### src/rtl/clock_div_prog.sv
// -----------------------------------------------------------------------------
// clock_div_prog
//
// Run-time programmable clock divider and tick generator. A counter runs
// 0 .. N-1 (N = active divisor). The module produces:
//   * div_clock, a registered divided clock that is high for N>>1 cycles and
//     low for N-(N>>1) cycles of each period
//   * tick, a registered one-cycle strobe at the wrap edge, intended as a
//     clock enable for slow-rate logic
//
// Changing the divisor: a new divisor is held as pending and is only applied
// at a wrap edge. This keeps every period whole, so no period is cut short.
//
// Optional feature: define CLOCK_DIV_SYNC_EN to add the sync_in port and the
// re-phasing logic that goes with it.
//
// Ports
//   clock         in   1      system clock, rising edge
//   reset         in   1      synchronous, active-low reset
//   enable        in   1      1 = count; 0 = freeze counter and div_clock
//   div_load      in   1      strobe: capture div_value as the new divisor
//   div_value     in   WIDTH  requested divisor; 0 and 1 are clamped to 2
//   sync_in       in   1      (CLOCK_DIV_SYNC_EN only) restart the period now
//   div_clock     out  1      divided clock
//   tick          out  1      one-cycle pulse per period
//   load_pending  out  1      a divisor has been captured but not yet applied
// -----------------------------------------------------------------------------
module clock_div_prog #(
    parameter int WIDTH       = 17,
    parameter int DEFAULT_DIV = 4
) (
    input  logic             clock,
    input  logic             reset,
    input  logic             enable,
    input  logic             div_load,
    input  logic [WIDTH-1:0] div_value,
`ifdef CLOCK_DIV_SYNC_EN
    input  logic             sync_in,
`endif
    output logic             div_clock,
    output logic             tick,
    output logic             load_pending
);

    localparam logic [WIDTH-1:0] DEFAULT_DIV_W = WIDTH'(DEFAULT_DIV);

    logic [WIDTH-1:0] cnt_q, cnt_d;
    logic [WIDTH-1:0] div_q, div_d;
    logic [WIDTH-1:0] pend_q, pend_d;
    logic             load_pending_q, load_pending_d;
    logic             div_clock_q, div_clock_d;
    logic             tick_q, tick_d;

    logic [WIDTH-1:0] load_value;
    logic [WIDTH-1:0] apply_value;
    logic             apply_valid;
    logic             wrap;

    // Divisors below 2 cannot make a period with both a high and a low
    // phase, so they are raised to 2.
    assign load_value = (div_value[WIDTH-1:1] == '0) ? WIDTH'(2) : div_value;

    // The value to use when a divisor is applied. A load on the same edge
    // overrides an older pending value, so the last value written wins.
    assign apply_value = div_load ? load_value : pend_q;
    assign apply_valid = div_load | load_pending_q;

    assign wrap = enable && (cnt_q == div_q - WIDTH'(1));

    always_comb begin
        cnt_d          = cnt_q;
        div_d          = div_q;
        pend_d         = pend_q;
        load_pending_d = load_pending_q;
        div_clock_d    = div_clock_q;
        tick_d         = 1'b0;

        // The load is captured whether or not the counter is enabled.
        if (div_load) begin
            pend_d         = load_value;
            load_pending_d = 1'b1;
        end

        if (enable) begin
            if (wrap) begin
                cnt_d  = '0;
                tick_d = 1'b1;
                if (apply_valid) begin
                    div_d          = apply_value;
                    load_pending_d = 1'b0;
                end
            end else begin
                cnt_d = cnt_q + WIDTH'(1);
            end
            // div_clock comes from the count it will have after this edge, so
            // that the registered output lines up with the registered count.
            div_clock_d = (cnt_d < (div_d >> 1));
        end

`ifdef CLOCK_DIV_SYNC_EN
        // sync_in restarts the period regardless of enable. It also applies
        // any waiting divisor at once, because the period restarts here.
        if (sync_in) begin
            cnt_d          = '0;
            tick_d         = 1'b0;
            div_clock_d    = 1'b0;
            load_pending_d = 1'b0;
            if (apply_valid) begin
                div_d = apply_value;
            end
        end
`endif
    end

    always_ff @(posedge clock) begin
        if (!reset) begin
            cnt_q          <= '0;
            div_q          <= DEFAULT_DIV_W;
            pend_q         <= '0;
            load_pending_q <= 1'b0;
            div_clock_q    <= 1'b0;
            tick_q         <= 1'b0;
        end else begin
            cnt_q          <= cnt_d;
            div_q          <= div_d;
            pend_q         <= pend_d;
            load_pending_q <= load_pending_d;
            div_clock_q    <= div_clock_d;
            tick_q         <= tick_d;
        end
    end

    assign div_clock    = div_clock_q;
    assign tick         = tick_q;
    assign load_pending = load_pending_q;

endmodule

### config.mk
export PLATFORM = sky130hd
export DESIGN_NAME = clock_div_prog
export DESIGN_NICKNAME = d
export VERILOG_FILES = /design/src/rtl/clock_div_prog.sv
export SDC_FILE = /design/constraint.sdc
export NUM_CORES = 1
export LEC_CHECK = 0
export CORE_ASPECT_RATIO = 1.75
export CORE_MARGIN = 1.5
export CORE_UTILIZATION = 55
export CTS_CLUSTER_DIAMETER = 150
export DETAILED_ROUTE_END_ITERATION = 7
export GPL_TIMING_DRIVEN = 0
export PLACE_DENSITY = 0.83
export SLEW_MARGIN = 15
export SYNTH_ARGS = -nofsm -noshare
export SYNTH_HDL_FRONTEND = slang
export SYNTH_SLANG_ARGS = --single-unit
export TNS_END_PERCENT = 5
### constraint.sdc
create_clock -name clock -period 13.07 [get_ports clock]
set_input_delay 1.9605 -clock clock [delete_from_list [all_inputs] [get_ports clock]]
set_output_delay 1.9605 -clock clock [all_outputs]
set_load 0.005 [all_outputs]
==> results of run 1 <==
## state kept, by name (all words and copies together) (netlist names)
register / cells
tick: 1
cnt_q: 17
div_clock: 1
load_pending: 1
div_q: 17
pend_q: 17
## worst min-delay path, cell delays in order (launching register included)
cell and delay (ps):
dfxtp_1 330, mux2i_1 70, nor2_1 70
## synthesized netlist by cell type (all sizes together), types with 2 or more instances
master / number / area (sq um)
a21o: 8 / 60.1
a21oi: 20 / 100
a221oi: 2 / 17.5
a22oi: 2 / 15.0
a311oi: 2 / 17.5
a31o: 3 / 26.3
a31oi: 2 / 12.5
a32o: 5 / 50.1
a32oi: 2 / 17.5
and2: 7 / 43.8
and3: 5 / 31.3
and4: 2 / 17.5
buf: 17 / 111
clkbuf: 19 / 72.6
clkinv: 2 / 7.51
dfxtp: 54 / 1080
ha: 17 / 213
inv: 8 / 30.0
mux2i: 16 / 160
nand2: 24 / 90.1
nand2b: 2 / 12.5
nand3: 13 / 65.1
nand3b: 2 / 15.0
nand4: 5 / 31.3
nand4b: 2 / 17.5
nor2: 58 / 218
nor2b: 3 / 18.8
nor3: 16 / 80.1
nor3b: 4 / 35.0
nor4: 13 / 111
nor4b: 3 / 26.3
o211ai: 2 / 15.0
o21a: 3 / 22.5
o21ai: 13 / 65.1
o22a: 15 / 131
o22ai: 16 / 100
o31ai: 3 / 36.3
o32ai: 3 / 26.3
or3: 5 / 31.3
or3b: 2 / 17.5
or4: 5 / 41.3
xnor2: 21 / 184
xor2: 12 / 105
## how the worst max path moves through the flow
stage	from	to	slack, ps	depth (start not counted)
floorplan	div_load	div_clock	8110	15
global placement	enable	div_clock	6980	19
detailed placement	enable	div_clock	6930	19
CTS	enable	div_clock	7110	17
global route	enable	div_clock	6680	17
finish	enable	div_clock	6970	17
## layer usage
| metal | GRT usage (%) | vias to the layer above | share of wire [%] |
|---|---|---|---|
| met4 | 20.4 | 0 | 6.0 |
| met3 | 3.43 | 48 | 3.6 |
| met1 | 29.2 | 1657 | 37 |
| met5 | 0 | - | 0 |
| met2 | 52.0 | 128 | 54 |
| li1 | - | 1724 | - |
## per-stage QoR
| step | utilization [%] | worst slack (ps) | cells | cell area [sq um] |
|---|---|---|---|---|
| 2_1_floorplan | - | 8110 | 451 | 3700 |
| 3_3_place_gp | 61.3 | 6980 | 554 | 4010 |
| 3_5_place_dp | 61.3 | 6930 | 554 | 4010 |
| 4_1_cts | 63.9 | 7110 | 562 | 4180 |
| 5_1_grt | 63.9 | 6680 | 562 | 4180 |
| 6_report | 63.9 | 6970 | 562 | 4180 |
## power breakdown
part / leakage [nW] / total, mW / internal, mW / switching (mW)
combinational: 1.11 / 0.0483 / 0.0218 / 0.0265
sequential: 0.439 / 0.173 / 0.169 / 0.00358
clock: 0.0760 / 0.155 / 0.0905 / 0.0640
## kinds of logic after synthesis
logic type,Yosys count,synth area share (%)
xor gates and xnor gates,33,7.82
muxes,16,4.33
adders and majority gates,17,5.75
DFF,54,29.2
buffers and inverters,46,5.99
and+or+nand+nor,172,24.6
AOI/OAI and AO/OA,113,22.3
## layout make-up
class	instances	area (sq um)
sequential	54	1080
timing repair buffer	21	210
fill	576	2360
inverter	10	37.5
buffer	36	184
tap	82	103
multi-input combinational	351	2390
clock buffer	5	125
clock inverter	3	45.0
==> results.sh, run 1 <==
export IMPL_outcome="finished, final reports clean"
export IMPL_grt_ovfl_total=0
export IMPL_path_clk_slew_ps=70
export IMPL_initial_core_util_pct=56.5
export IMPL_via_per_inst=6.33
export IMPL_synth_area_sq_um=3700
export IMPL_ys_seq_elements=54
export IMPL_whs_ps=500
export IMPL_drv_slew=0
export IMPL_p_per_area_nw_per_um2=89.9
export IMPL_die_area_sq_um=7240
export IMPL_finalCriticalPeriod_ps=6100
export IMPL_period_share_pct=46.7
export IMPL_die_w_um=65.0
export IMPL_tightest_slew_ps=913
export IMPL_rows=39
export IMPL_place_congestion=0.933
export IMPL_ant_nets=0
export IMPL_cts_max_level=2
export IMPL_setup_tns_ps=0
export IMPL_grt_pass1_vias=3483
export IMPL_skew_ps=4.49
export IMPL_finalSetupViolations=0
export IMPL_hp_class="reg2reg"
export IMPL_layout_commonest_cell="nor2_1"
export IMPL_critical_path_buf_inv_count=2
export IMPL_r2r_start="div_q[0]"
export IMPL_final_cell_mix="nor2_1, dfxtp_1, nand2_1"
export IMPL_yosysSeqAreaShare_pct=29.2
export IMPL_post_cts_resized=0
export IMPL_leakagePower_nw=1.62
export IMPL_synthToLayoutAreaGrowth_pct=13.1
export IMPL_syn_num_nets=489
export IMPL_nNetsFinal=517
export IMPL_fmax_mhz=164
export IMPL_cts_setup_buffers=0
export IMPL_total_power_mw=0.376
export IMPL_ys_flop_type="dfxtp_1"
export IMPL_antenna_found_initial=0
export IMPL_whs_endpoint="pend_q[16]"
export IMPL_cpMostUsedCell="a21o_1"
export IMPL_num_io_pins=24
export IMPL_drv_cap=0
export IMPL_synth_cell_type_count=67
export IMPL_hp_start="pend_q[16]"
export IMPL_synthArstFlopShare_pct=0
export IMPL_slowest_stage="clkdlybuf4s50_1"
export IMPL_max_stage_delay_ps=720
export IMPL_vias=3557
export IMPL_antenna_cells=0
export IMPL_worst_path_max_fanout=10
export IMPL_crit_required_ps=13290
export IMPL_grt_usage_pct=28.7
export IMPL_path_class="in2reg"
export IMPL_synth_edf_count=0
export IMPL_reg2reg_slack_ps=7800
export IMPL_syn_area_per_cell_sq_um=8.20
export IMPL_place_hpwl_um=7800
export IMPL_die_h_um=111
export IMPL_core_area_sq_um=6540
export IMPL_drc=0
export IMPL_worstSkewPairLatency_ps=300
export IMPL_grt_max_degree=18
export IMPL_hold_buffers=0
export IMPL_drtIter0Drc=202
export IMPL_wirelength_um=10200
export IMPL_cts_root_buf="clkbuf_16"
export IMPL_rsz0062_at_grt="no"
export IMPL_whs_path_depth=2
export IMPL_timing_slew_headroom_pct=38.7
export IMPL_clk_path_buf_depth=2
export IMPL_wire_per_inst_um=18.1
export IMPL_clock_sinks=54
export IMPL_synthCells=451
export IMPL_r2r_end="div_clock"
export IMPL_finalHoldViolCount=0
export IMPL_cts_tree="built"
export IMPL_drive_above_1_share_pct=6.46
export IMPL_ys_warn_count=0
export IMPL_cp_data_arrival_time_ps=6320
export IMPL_endpoint_kind="flip-flop"
export IMPL_port_buffers=21
export IMPL_ir_drop_mv=0.107
export IMPL_cts_buffers=5
export IMPL_reg2regPathDepth=19
export IMPL_cp_top_family="compound AO/OA/AOI/OAI gates"
export IMPL_cp_start_kind="input port"
export IMPL_grt_pass1_wl_um=16200
export IMPL_crit_chain="clkdlybuf4s50_1, o2111ai_1, nor3_1, nand4_1, nor4_1, nand2_1, buf_2, o22ai_1, ha_1, a21o_1, a21o_1, a21o_1, a21o_1, a21oi_1, nor2_1, a2111o_1, o22ai_1"
export IMPL_firstDrtPassIters=5
Note: power is estimated with default switching activity, not from simulation.
==> run 2: changes to the inputs <==
==> constraint.sdc (replaced) <==
create_clock -name clock -period 6.28 [get_ports clock]
set_input_delay 0.942 -clock clock [delete_from_list [all_inputs] [get_ports clock]]
set_output_delay 0.942 -clock clock [all_outputs]
set_load 0.005 [all_outputs]
==> results.sh, run 2 (synthesized netlist as in run 1, its figures left out) <==
export IMPL_final_cell_mix="nor2_1, dfxtp_1, nand2_1"
export IMPL_reg2regPathDepth=19
export IMPL_cts_buffers=5
export IMPL_p_per_area_nw_per_um2=187
export IMPL_place_hpwl_um=7800
export IMPL_core_area_sq_um=6540
export IMPL_rows=39
export IMPL_cts_max_level=2
export IMPL_cp_start_kind="flip-flop"
export IMPL_finalSetupViolations=0
export IMPL_drtIter0Drc=235
export IMPL_leakagePower_nw=1.62
export IMPL_drv_cap=0
export IMPL_endpoint_kind="flip-flop"
export IMPL_ir_drop_mv=0.221
export IMPL_max_stage_delay_ps=680
export IMPL_clk_path_buf_depth=2
export IMPL_hp_class="reg2reg"
export IMPL_finalCriticalPeriod_ps=5260
export IMPL_fmax_mhz=190
export IMPL_port_buffers=21
export IMPL_cpMostUsedCell="a21o_1"
export IMPL_via_per_inst=6.32
export IMPL_synthToLayoutAreaGrowth_pct=13.1
export IMPL_vias=3554
export IMPL_wirelength_um=10100
export IMPL_post_cts_resized=0
export IMPL_reg2reg_slack_ps=1020
export IMPL_cp_top_family="compound AO/OA/AOI/OAI gates"
export IMPL_die_h_um=111
export IMPL_top_regs="cnt_q: 17 flops, div_q: 17 flops, pend_q: 17 flops"
export IMPL_crit_chain="inv_1, ha_1, nor3b_2, nand2_1, o32ai_1, a32oi_1, nor4_1, nand2_1, buf_2, o22ai_1, ha_1, a21o_1, a21o_1, a21o_1, a21o_1, a21oi_1, nor2_1, a2111o_1, o22ai_1"
export IMPL_whs_endpoint="pend_q[16]"
export IMPL_cts_root_buf="clkbuf_16"
export IMPL_cp_data_arrival_time_ps=5490
export IMPL_antenna_cells=0
export IMPL_worst_path_max_fanout=10
export IMPL_tightest_slew_ps=934
export IMPL_whs_ps=500
export IMPL_place_congestion=0.933
export IMPL_grt_max_degree=18
export IMPL_antenna_found_initial=0
export IMPL_r2r_end="div_clock"
export IMPL_finalHoldViolCount=0
export IMPL_drv_slew=0
export IMPL_skew_ps=4.62
export IMPL_hp_start="pend_q[16]"
export IMPL_setup_tns_ps=0
export IMPL_crit_required_ps=6500
export IMPL_cts_setup_buffers=0
export IMPL_hold_buffers=0
export IMPL_r2r_start="div_q[0]"
export IMPL_grt_pass1_vias=3478
export IMPL_path_class="reg2reg"
export IMPL_ant_nets=0
export IMPL_wire_per_inst_um=18.0
export IMPL_die_w_um=65.0
export IMPL_cts_tree="built"
export IMPL_initial_core_util_pct=56.5
export IMPL_firstDrtPassIters=5
export IMPL_drive_above_1_share_pct=6.46
export IMPL_period_share_pct=83.8
export IMPL_critical_path_buf_inv_count=2
export IMPL_whs_path_depth=2
export IMPL_num_io_pins=24
export IMPL_drc=0
export IMPL_clock_sinks=54
export IMPL_grt_usage_pct=28.7
export IMPL_nNetsFinal=517
export IMPL_path_clk_slew_ps=70
export IMPL_rsz0062_at_grt="no"
export IMPL_outcome="finished, final reports clean"
export IMPL_grt_pass1_wl_um=16200
export IMPL_die_area_sq_um=7240
export IMPL_slowest_stage="nor4_1"
export IMPL_grt_ovfl_total=0
export IMPL_worstSkewPairLatency_ps=300
export IMPL_timing_slew_headroom_pct=37.3
export IMPL_layout_commonest_cell="nor2_1"
[run 2: final cells by class]
| class | instances | area, sq um |
|---|---|---|
| sequential | 54 | 1080 |
| timing repair buffer | 21 | 210 |
| tap | 82 | 103 |
| clock buffer | 5 | 125 |
| fill | 576 | 2360 |
| buffer | 36 | 184 |
| clock inverter | 3 | 45.0 |
| inverter | 10 | 37.5 |
| multi-input combinational | 351 | 2390 |
[run 2: per-stage QoR]
step / utilization, % / std cells / worst slack (ps) / instance area (sq um) / power, mW
after global placement: 61.3 / 554 / 1210 / 4010 / 0.462
after global routing: 63.9 / 562 / 683 / 4180 / 0.801
after floorplan: - / 451 / 1930 / 3700 / 0.427
after detailed placement: 61.3 / 554 / 1160 / 4010 / 0.465
final: 63.9 / 562 / 1020 / 4180 / 0.781
after CTS: 63.9 / 562 / 1140 / 4180 / 0.781
[run 2: per-layer routing]
| metal | GRT usage, % | share of wire [%] |
|---|---|---|
| met4 | 20.4 | 5.7 |
| met1 | 29.2 | 37 |
| met3 | 3.54 | 3.6 |
| met2 | 52.0 | 54 |
| met5 | 0 | 0 |
[run 2: how the worst max path moves through the flow]
stage | startpoint | to | depth (start not counted)
after global placement | enable | div_clock | 19
after detailed placement | enable | div_clock | 19
final | div_q[0] | div_clock | 19
after global routing | div_q[0] | div_clock | 20
after CTS | div_q[0] | div_clock | 19
after floorplan | div_q[0] | div_clock | 22
[run 2: tightest hold or removal path: stages (launching register included)]
cell,delay (ps)
dfxtp_1,330
mux2i_1,70
nor2_1,70
[run 2: power by group]
part	total (mW)	internal (mW)	switching (mW)	leakage (nW)
clock	0.321	0.188	0.133	0.0760
combinational	0.101	0.0454	0.0552	1.11
sequential	0.360	0.352	0.00741	0.439
